**config.mk**
```make
export PLATFORM = sky130hd
export DESIGN_NAME = dm_wbuf_flat
export DESIGN_NICKNAME = d
export VERILOG_FILES = /design/src/rtl/dm_wbuf_if.sv /design/src/rtl/dm_wbuf.sv /design/src/flat_wrapper.sv
export SDC_FILE = /design/constraint.sdc
export NUM_CORES = 1
export LEC_CHECK = 0
export ABC_CLOCK_PERIOD_IN_PS = 7700
export CAP_MARGIN = 20
export CORE_MARGIN = 1.5
export CORE_UTILIZATION = 30
export CTS_CLUSTER_SIZE = 12
export DETAILED_ROUTE_END_ITERATION = 16
export PLACE_DENSITY = 0.55
export SYNTH_ARGS = -nofsm -noshare
export SYNTH_HDL_FRONTEND = slang
export SYNTH_SLANG_ARGS = --single-unit
```
**constraint.sdc**
```tcl
create_clock -name clk -period 7.7 [get_ports clk]
set_input_delay 1.155 -clock clk [delete_from_list [all_inputs] [get_ports clk]]
set_output_delay 1.155 -clock clk [all_outputs]
set_load 0.01 [all_outputs]
```
**src/rtl/dm_wbuf_if.sv**
```systemverilog
// -----------------------------------------------------------------------------
// dm_wbuf_if
// Bundle of the CPU-side (MEM stage) and memory-side signals of the posted-write
// buffer.
//   master : pipeline + backing memory (drives cpu_*, mem_rdata, mem_wack)
//   slave  : the write buffer (drives cpu_dout, stall, mem_raddr, mem_w*,
//            empty, count)
// Signals:
//   cpu_addr/cpu_din/cpu_we/cpu_re : MEM stage request (byte address, word data)
//   cpu_dout                       : load data (forwarded or from memory)
//   stall                          : store cannot be accepted this cycle
//   mem_raddr/mem_rdata            : combinational backing-memory read
//   mem_wreq/mem_waddr/mem_wdata   : head-entry write request
//   mem_wack                       : memory accepted the head write
//   empty/count                    : occupancy
// Parameter PTRW must match the dm_wbuf instance it connects to.
// -----------------------------------------------------------------------------
interface dm_wbuf_if #(
  parameter int PTRW = 2
);
  logic [31:0]   cpu_addr;
  logic [31:0]   cpu_din;
  logic          cpu_we;
  logic          cpu_re;
  logic [31:0]   cpu_dout;
  logic          stall;
  logic [31:0]   mem_raddr;
  logic [31:0]   mem_rdata;
  logic          mem_wreq;
  logic [31:0]   mem_waddr;
  logic [31:0]   mem_wdata;
  logic          mem_wack;
  logic          empty;
  logic [PTRW:0] count;

  modport master (
    output cpu_addr, cpu_din, cpu_we, cpu_re, mem_rdata, mem_wack,
    input  cpu_dout, stall, mem_raddr, mem_wreq, mem_waddr, mem_wdata,
           empty, count
  );

  modport slave (
    input  cpu_addr, cpu_din, cpu_we, cpu_re, mem_rdata, mem_wack,
    output cpu_dout, stall, mem_raddr, mem_wreq, mem_waddr, mem_wdata,
           empty, count
  );
endinterface

```
**src/rtl/dm_wbuf.sv**
```systemverilog
// -----------------------------------------------------------------------------
// dm_wbuf
// Posted-write buffer between the MEM stage and data memory. Stores are queued
// in a DEPTH-entry circular FIFO of {tag, data} and drained over a req/ack
// write port; loads read memory combinationally but return the data of the
// youngest queued store to the same word when one exists.
// Ports:
//   clk  : clock, rising edge
//   rst  : asynchronous, active-high reset (drops all queued stores)
//   bus  : dm_wbuf_if.slave (CPU request/load data, memory read/write port)
// Parameters: DEPTH (power of two, >= 2), PTRW = log2(DEPTH).
// Build option: define WBUF_COALESCE_EN to merge a store into a matching
// non-head queued entry instead of allocating a new one.
// -----------------------------------------------------------------------------
module dm_wbuf #(
  parameter int DEPTH = 4,
  parameter int PTRW  = 2
) (
  input  logic       clk,
  input  logic       rst,
  dm_wbuf_if.slave   bus
);

  localparam logic [PTRW:0] FULL_COUNT = (PTRW+1)'(DEPTH);

  logic [29:0]     r_tag  [DEPTH];
  logic [31:0]     r_data [DEPTH];
  logic [PTRW-1:0] r_wr_ptr;
  logic [PTRW-1:0] r_rd_ptr;
  logic [PTRW:0]   r_count;

  logic [29:0]     w_cpu_tag;
  logic            w_full;
  logic            w_push;
  logic            w_pop;
  logic            w_fwd_hit;
  logic [31:0]     w_fwd_data;

  assign w_cpu_tag = bus.cpu_addr[31:2];
  assign w_full    = (r_count == FULL_COUNT);
  assign w_pop     = bus.mem_wreq & bus.mem_wack;

  // Forwarding: walk entries oldest to youngest so the last match wins.
  // Validity is age-based (offset from rd_ptr below count), which keeps full
  // and empty distinct even though the pointers are equal in both cases.
  // NOTE: every always_comb output is defaulted first so no latch is inferred.
  always_comb begin
    w_fwd_hit  = 1'b0;
    w_fwd_data = '0;
    for (int k = 0; k < DEPTH; k++) begin
      if (((PTRW+1)'(k) < r_count) &&
          (r_tag[r_rd_ptr + PTRW'(k)] == w_cpu_tag)) begin
        w_fwd_hit  = 1'b1;
        w_fwd_data = r_data[r_rd_ptr + PTRW'(k)];
      end
    end
  end

`ifdef WBUF_COALESCE_EN
  logic            w_coal_hit;
  logic [PTRW-1:0] w_coal_idx;

  // Coalesce candidates skip the head (k=0): it may be mid-handshake, so its
  // data must stay stable until acked.
  always_comb begin
    w_coal_hit = 1'b0;
    w_coal_idx = '0;
    for (int k = 1; k < DEPTH; k++) begin
      if (((PTRW+1)'(k) < r_count) &&
          (r_tag[r_rd_ptr + PTRW'(k)] == w_cpu_tag)) begin
        w_coal_hit = bus.cpu_we;
        w_coal_idx = r_rd_ptr + PTRW'(k);
      end
    end
  end

  // A coalescing store needs no free slot, so it never stalls.
  assign bus.stall = bus.cpu_we & w_full & ~w_coal_hit;
  assign w_push    = bus.cpu_we & ~bus.stall & ~w_coal_hit;
`else
  assign bus.stall = bus.cpu_we & w_full;
  assign w_push    = bus.cpu_we & ~bus.stall;
`endif

  // NOTE: sequential state uses non-blocking assignments so every register
  // samples the pre-edge value of every other register.
  always_ff @(posedge clk or posedge rst) begin
    if (rst) begin
      r_wr_ptr <= '0;
      r_rd_ptr <= '0;
      r_count  <= '0;
    end else begin
      if (w_push) r_wr_ptr <= r_wr_ptr + 1'b1;
      if (w_pop)  r_rd_ptr <= r_rd_ptr + 1'b1;
      unique case ({w_push, w_pop})
        2'b10:   r_count <= r_count + 1'b1;
        2'b01:   r_count <= r_count - 1'b1;
        default: r_count <= r_count;
      endcase
    end
  end

  // NOTE: entry storage is deliberately not reset; validity comes from the
  // pointers and count, so clearing the array would only add reset fan-out.
  always_ff @(posedge clk) begin
    if (w_push) begin
      r_tag[r_wr_ptr]  <= w_cpu_tag;
      r_data[r_wr_ptr] <= bus.cpu_din;
    end
`ifdef WBUF_COALESCE_EN
    else if (w_coal_hit) begin
      r_data[w_coal_idx] <= bus.cpu_din;
    end
`endif
  end

  assign bus.empty     = (r_count == '0);
  assign bus.count     = r_count;
  assign bus.mem_wreq  = ~bus.empty;
  assign bus.mem_waddr = {r_tag[r_rd_ptr], 2'b00};
  assign bus.mem_wdata = r_data[r_rd_ptr];
  assign bus.mem_raddr = bus.cpu_addr;
  assign bus.cpu_dout  = (bus.cpu_re && w_fwd_hit) ? w_fwd_data : bus.mem_rdata;

endmodule

```
**src/flat_wrapper.sv**
```systemverilog
// flat-port wrapper written by rule: the top's interface ports become plain ports
module dm_wbuf_flat 
#(
  parameter int DEPTH = 4,
  parameter int PTRW  = 2
)
  (clk, rst, bus_cpu_addr, bus_cpu_din, bus_cpu_we, bus_cpu_re, bus_mem_rdata, bus_mem_wack, bus_cpu_dout, bus_stall, bus_mem_raddr, bus_mem_wreq, bus_mem_waddr, bus_mem_wdata, bus_empty, bus_count);
  dm_wbuf_if #(.PTRW(PTRW)) bus_i ();
  input  logic clk;
  input  logic rst;
  input wire logic [$bits(bus_i.cpu_addr)-1:0] bus_cpu_addr;
  input wire logic [$bits(bus_i.cpu_din)-1:0] bus_cpu_din;
  input wire logic [$bits(bus_i.cpu_we)-1:0] bus_cpu_we;
  input wire logic [$bits(bus_i.cpu_re)-1:0] bus_cpu_re;
  input wire logic [$bits(bus_i.mem_rdata)-1:0] bus_mem_rdata;
  input wire logic [$bits(bus_i.mem_wack)-1:0] bus_mem_wack;
  output wire logic [$bits(bus_i.cpu_dout)-1:0] bus_cpu_dout;
  output wire logic [$bits(bus_i.stall)-1:0] bus_stall;
  output wire logic [$bits(bus_i.mem_raddr)-1:0] bus_mem_raddr;
  output wire logic [$bits(bus_i.mem_wreq)-1:0] bus_mem_wreq;
  output wire logic [$bits(bus_i.mem_waddr)-1:0] bus_mem_waddr;
  output wire logic [$bits(bus_i.mem_wdata)-1:0] bus_mem_wdata;
  output wire logic [$bits(bus_i.empty)-1:0] bus_empty;
  output wire logic [$bits(bus_i.count)-1:0] bus_count;
  assign bus_i.cpu_addr = bus_cpu_addr;
  assign bus_i.cpu_din = bus_cpu_din;
  assign bus_i.cpu_we = bus_cpu_we;
  assign bus_i.cpu_re = bus_cpu_re;
  assign bus_i.mem_rdata = bus_mem_rdata;
  assign bus_i.mem_wack = bus_mem_wack;
  assign bus_cpu_dout = bus_i.cpu_dout;
  assign bus_stall = bus_i.stall;
  assign bus_mem_raddr = bus_i.mem_raddr;
  assign bus_mem_wreq = bus_i.mem_wreq;
  assign bus_mem_waddr = bus_i.mem_waddr;
  assign bus_mem_wdata = bus_i.mem_wdata;
  assign bus_empty = bus_i.empty;
  assign bus_count = bus_i.count;
  dm_wbuf #(.DEPTH(DEPTH), .PTRW(PTRW)) u_core (.clk(clk), .rst(rst), .bus(bus_i));
endmodule
```
==> implementation parameters <==
Parameter                              Value

Run status
  Outcome    complete, no violations

Clocking
  Num CTS Buffers    31
  Post-CTS setup buffer count    0
  Clock tree from TritonCTS    yes
  Clock latency of the later-clocked register in the worst-skew pair    0.58 ns
  Sinks on the clock net    between 200 and 300
  Clock transition at the registers of the reported paths    0.06 ns
  Hold buffer count at cts    0
  Number of H-tree branching levels    1
  Post-CTS sizing    0
  Clock Tree Buf Depth    3
  Master cell of the clock root buffer    sky130_fd_sc_hd__clkbuf_16

Timing
  Portion of the clock cycle consumed by the worst path in the final layout    0.921
  Sum of negative setup slack    0 ns
  Final Max Tran Viols    0
  Final critical path time including I/O delays and setup    7.09 ns
  Worst max-slew margin expressed relative to the limit    0.198
  Total count of hold-check failures in the final report    0
  Transition time at the pin with the least slew margin    1.17 ns
  Worst clock skew    0.00976 ns
  Setup repair after global routing missed its margin    no
  Peak clock frequency supported by timing    about 140 MHz
  Final setup violation count    0

Finish
  Final Core Density    0.368
  Layout overhead on the synthesized area    20.5%
  Count of non-filler cells in the finished layout    2,519
  Fraction of layout instances using a drive strength above 1    0.129
  Most frequent cells in the layout    sky130_fd_sc_hd__edfxtp_1, sky130_fd_sc_hd__clkdlybuf4s50_1, sky130_fd_sc_hd__mux2i_1, sky130_fd_sc_hd__xnor2_1, sky130_fd_sc_hd__a21oi_1
  Most common cell after layout, fill and taps aside    sky130_fd_sc_hd__edfxtp_1
  Final nets    roughly 1.8k

Global route
  Number of global-route vias before repair    between 10k and 15k
  Largest net degree at the start of global routing    between 80 and 90
  Wire length of the first global-routing pass    88.4 mm
  Overflow left after global routing    0
  Global router's overall resource usage    0.184
  Antenna violations before repair    3

Worst hold path
  Hold Path Class    flip-flop to flip-flop

Pwr
  Max rail drop VDD    215 uV
  Leakage power    between 7 and 8 nW
  Switching pwr    0.00336 W
  Proportion of power drawn by the clock network    0.183
  Sequential power share    0.263
  Switching portion of total power    0.414
  Comb power frac    0.554
  Design internal power    roughly 0.0048 W
  Areal power density over the cells    372 nW/um^2

Detailed routing
  ANT nets after route    0
  Vias/cell    roughly 5.7
  Total Routed Length    59.4 mm
  Vias after detailed routing    14.2k
  Pre-antenna DRT Iters    5
  DRC violations left    0
  Sum of met2 wire segment lengths after detailed routing    29.2 mm
  Max layer used    met5
  Iter 0 DRT Violations    1,039
  Detail-routed net length per standard cell    23.6 um
  Met1 WL    24.9 mm
  Amount of wire on met3 after detailed routing    3.74 mm

Die
  Starting density of the core    0.306
  Number of core rows    between 80 and 90
  Height of the chip    249 um
  Horiz. Die Dim    249 um
  Die Footprint    just over 60,000 um^2
  IO Count    235
  Standard cell core area    59,400 um^2

Worst setup path
  Critical path class    primary input to primary output
  CP max FO    29
  CP Capture Type    primary output
  Required @ worst endpoint    6.55 ns
  Startpoint Class    primary input
  Signal arrival time at the worst endpoint    5.94 ns

Synthesis
  Post-synth EDFFs    248
  Combined area of all synthesized cells    18,100 um^2
  Ys Warns    0
  Fraction of post-synthesis cell area in the top cell type by area    0.411
  Share of async-settable or async-resettable flops after synthesis    0.0275
  Synth top area cells    sky130_fd_sc_hd__edfxtp_1, sky130_fd_sc_hd__mux4_2, sky130_fd_sc_hd__mux2i_1, sky130_fd_sc_hd__xnor2_1, sky130_fd_sc_hd__a21oi_1
  Leading area contributor after synthesis    sky130_fd_sc_hd__edfxtp_1
  Netlist cell types    77
  Gate Count Post-Synth    around 1.6k
  Avg Inst Size Synth    approximately 11 um^2
  Synthesis-stage register bit count    roughly 260
  Most used DFF post-synth    sky130_fd_sc_hd__edfxtp_1
  Sequential cell area fraction in the yosys report    0.420

Placed design
  Placed insts    2,462
  Post-detailed-placement half-perimeter wirelength    slightly above 40 mm
  Port buffer count    228
  Routability cong.    0.914

Run
  Max capacitance violation total    0
==> worst max-delay path, cell delays in order <==
cell	delay, ns
sky130_fd_sc_hd__clkdlybuf4s50_1	0.78
sky130_fd_sc_hd__xnor2_1	0.22
sky130_fd_sc_hd__a2111oi_0	1.04
sky130_fd_sc_hd__o2111a_1	0.41
sky130_fd_sc_hd__o2111a_2	0.61
sky130_fd_sc_hd__buf_4	0.40
sky130_fd_sc_hd__o311ai_1	0.14
sky130_fd_sc_hd__or2_1	0.24
sky130_fd_sc_hd__a31oi_1	0.31
sky130_fd_sc_hd__clkdlybuf4s50_1	0.62
==> power by group through the flow <==
| stage | logic [W] | clock network (W) | registers [W] |
|---|---|---|---|
| after global placement | 0.00447 | 0 | 0.00214 |
| after CTS | 0.00453 | 0.00153 | 0.00213 |
| after floorplan | 0.00312 | 0 | 0.00201 |
| after detailed placement | 0.00450 | 0 | 0.00216 |
| after global routing | 0.00483 | 0.00158 | 0.00217 |
| final | 0.00450 | 0.00149 | 0.00213 |
==> path summary, 6_finish.rpt <==
path,start,end,slack (ns),cells after the start
worst max register to register,u_core.bus.count[0],u_core.r_tag[2][7],4.72,5
min in group asynchronous,rst,u_core.r_wr_ptr[0],0.80,2
worst min register to register,u_core.r_wr_ptr[0],u_core.r_wr_ptr[0],0.63,2
max in group asynchronous,rst,u_core.r_rd_ptr[0],6.65,2
worst max-delay path,bus_cpu_addr[29],bus_cpu_dout[31],0.61,10
worst min-delay path,u_core.r_wr_ptr[0],u_core.r_wr_ptr[0],0.63,2
==> Yosys cell counts, drive strengths merged, types with 5 or more instances <==
| master | instances |
|---|---|
| a2111oi | 8 |
| a211oi | 35 |
| a21oi | 99 |
| a221oi | 9 |
| a22oi | 5 |
| a31oi | 15 |
| and2 | 49 |
| buf | 101 |
| clkbuf | 82 |
| dfrtp | 7 |
| edfxtp | 248 |
| ha | 9 |
| inv | 14 |
| mux2 | 18 |
| mux2i | 182 |
| mux4 | 81 |
| nand2 | 28 |
| nand2b | 9 |
| nand3 | 16 |
| nand3b | 11 |
| nand4 | 28 |
| nor2 | 90 |
| nor2b | 35 |
| nor3 | 40 |
| nor4 | 12 |
| o211ai | 26 |
| o21ai | 81 |
| o22ai | 9 |
| o311a | 16 |
| o311ai | 24 |
| or2 | 16 |
| or3 | 37 |
| xnor2 | 103 |
| xor2 | 9 |
==> area by class of cell <==
type / count / area (um^2)
Fill cell: 5749 / 37500
Multi-Input combinational cell: 1144 / 9490
Sequential cell: 255 / 7630
Timing Repair Buffer: 276 / 2680
Tap cell: 773 / 967
Clock buffer: 41 / 843
Clock inverter: 15 / 190
Inverter: 14 / 55.1
Antenna cell: 1 / 2.50
==> sequential cells by signal (all words and copies together), names as in the netlist <==
register,flops
u_core.r_wr_ptr,2
u_core.r_data,128
u_core.bus.count,3
u_core.r_rd_ptr,2
u_core.r_tag,120
==> per-layer routing <==
metal	track usage	vias to the layer above
li1	-	6426
met1	0.238	7140
met2	0.321	576
met3	0.0245	94
met4	0.0550	4
met5	0	-
==> through the flow <==
stage               area, um^2  hold WS [ns]  total power [W]  setup slack, ns
finish                   21800         0.630          0.00812            0.605
global route             21800         0.680          0.00858            0.516
CTS                      21800         0.638          0.00819            0.774
detailed placement       20800         0.630          0.00666            0.866
global placement         20800         0.603          0.00661            0.800
floorplan                18100         0.580          0.00513             2.77
==> cell families (layout without fill, tap and decap cells) <==
| kind of cell | Yosys count | after routing | share of synthesized area |
|---|---|---|---|
| adder cells (fa/ha/maj) | 9 | 9 | 0.00621 |
| XOR/XNOR | 112 | 112 | 0.0541 |
| AO/OA/AOI/OAI | 358 | 358 | 0.134 |
| other | 1 | 3 | 0.000207 |
| buffers and inverters | 197 | 346 | 0.0584 |
| flip-flops | 255 | 255 | 0.420 |
| AND/OR/NAND/NOR | 382 | 382 | 0.115 |
| multiplexers | 281 | 281 | 0.212 |
No activity file was read; power rests on OpenSTA's default activity.
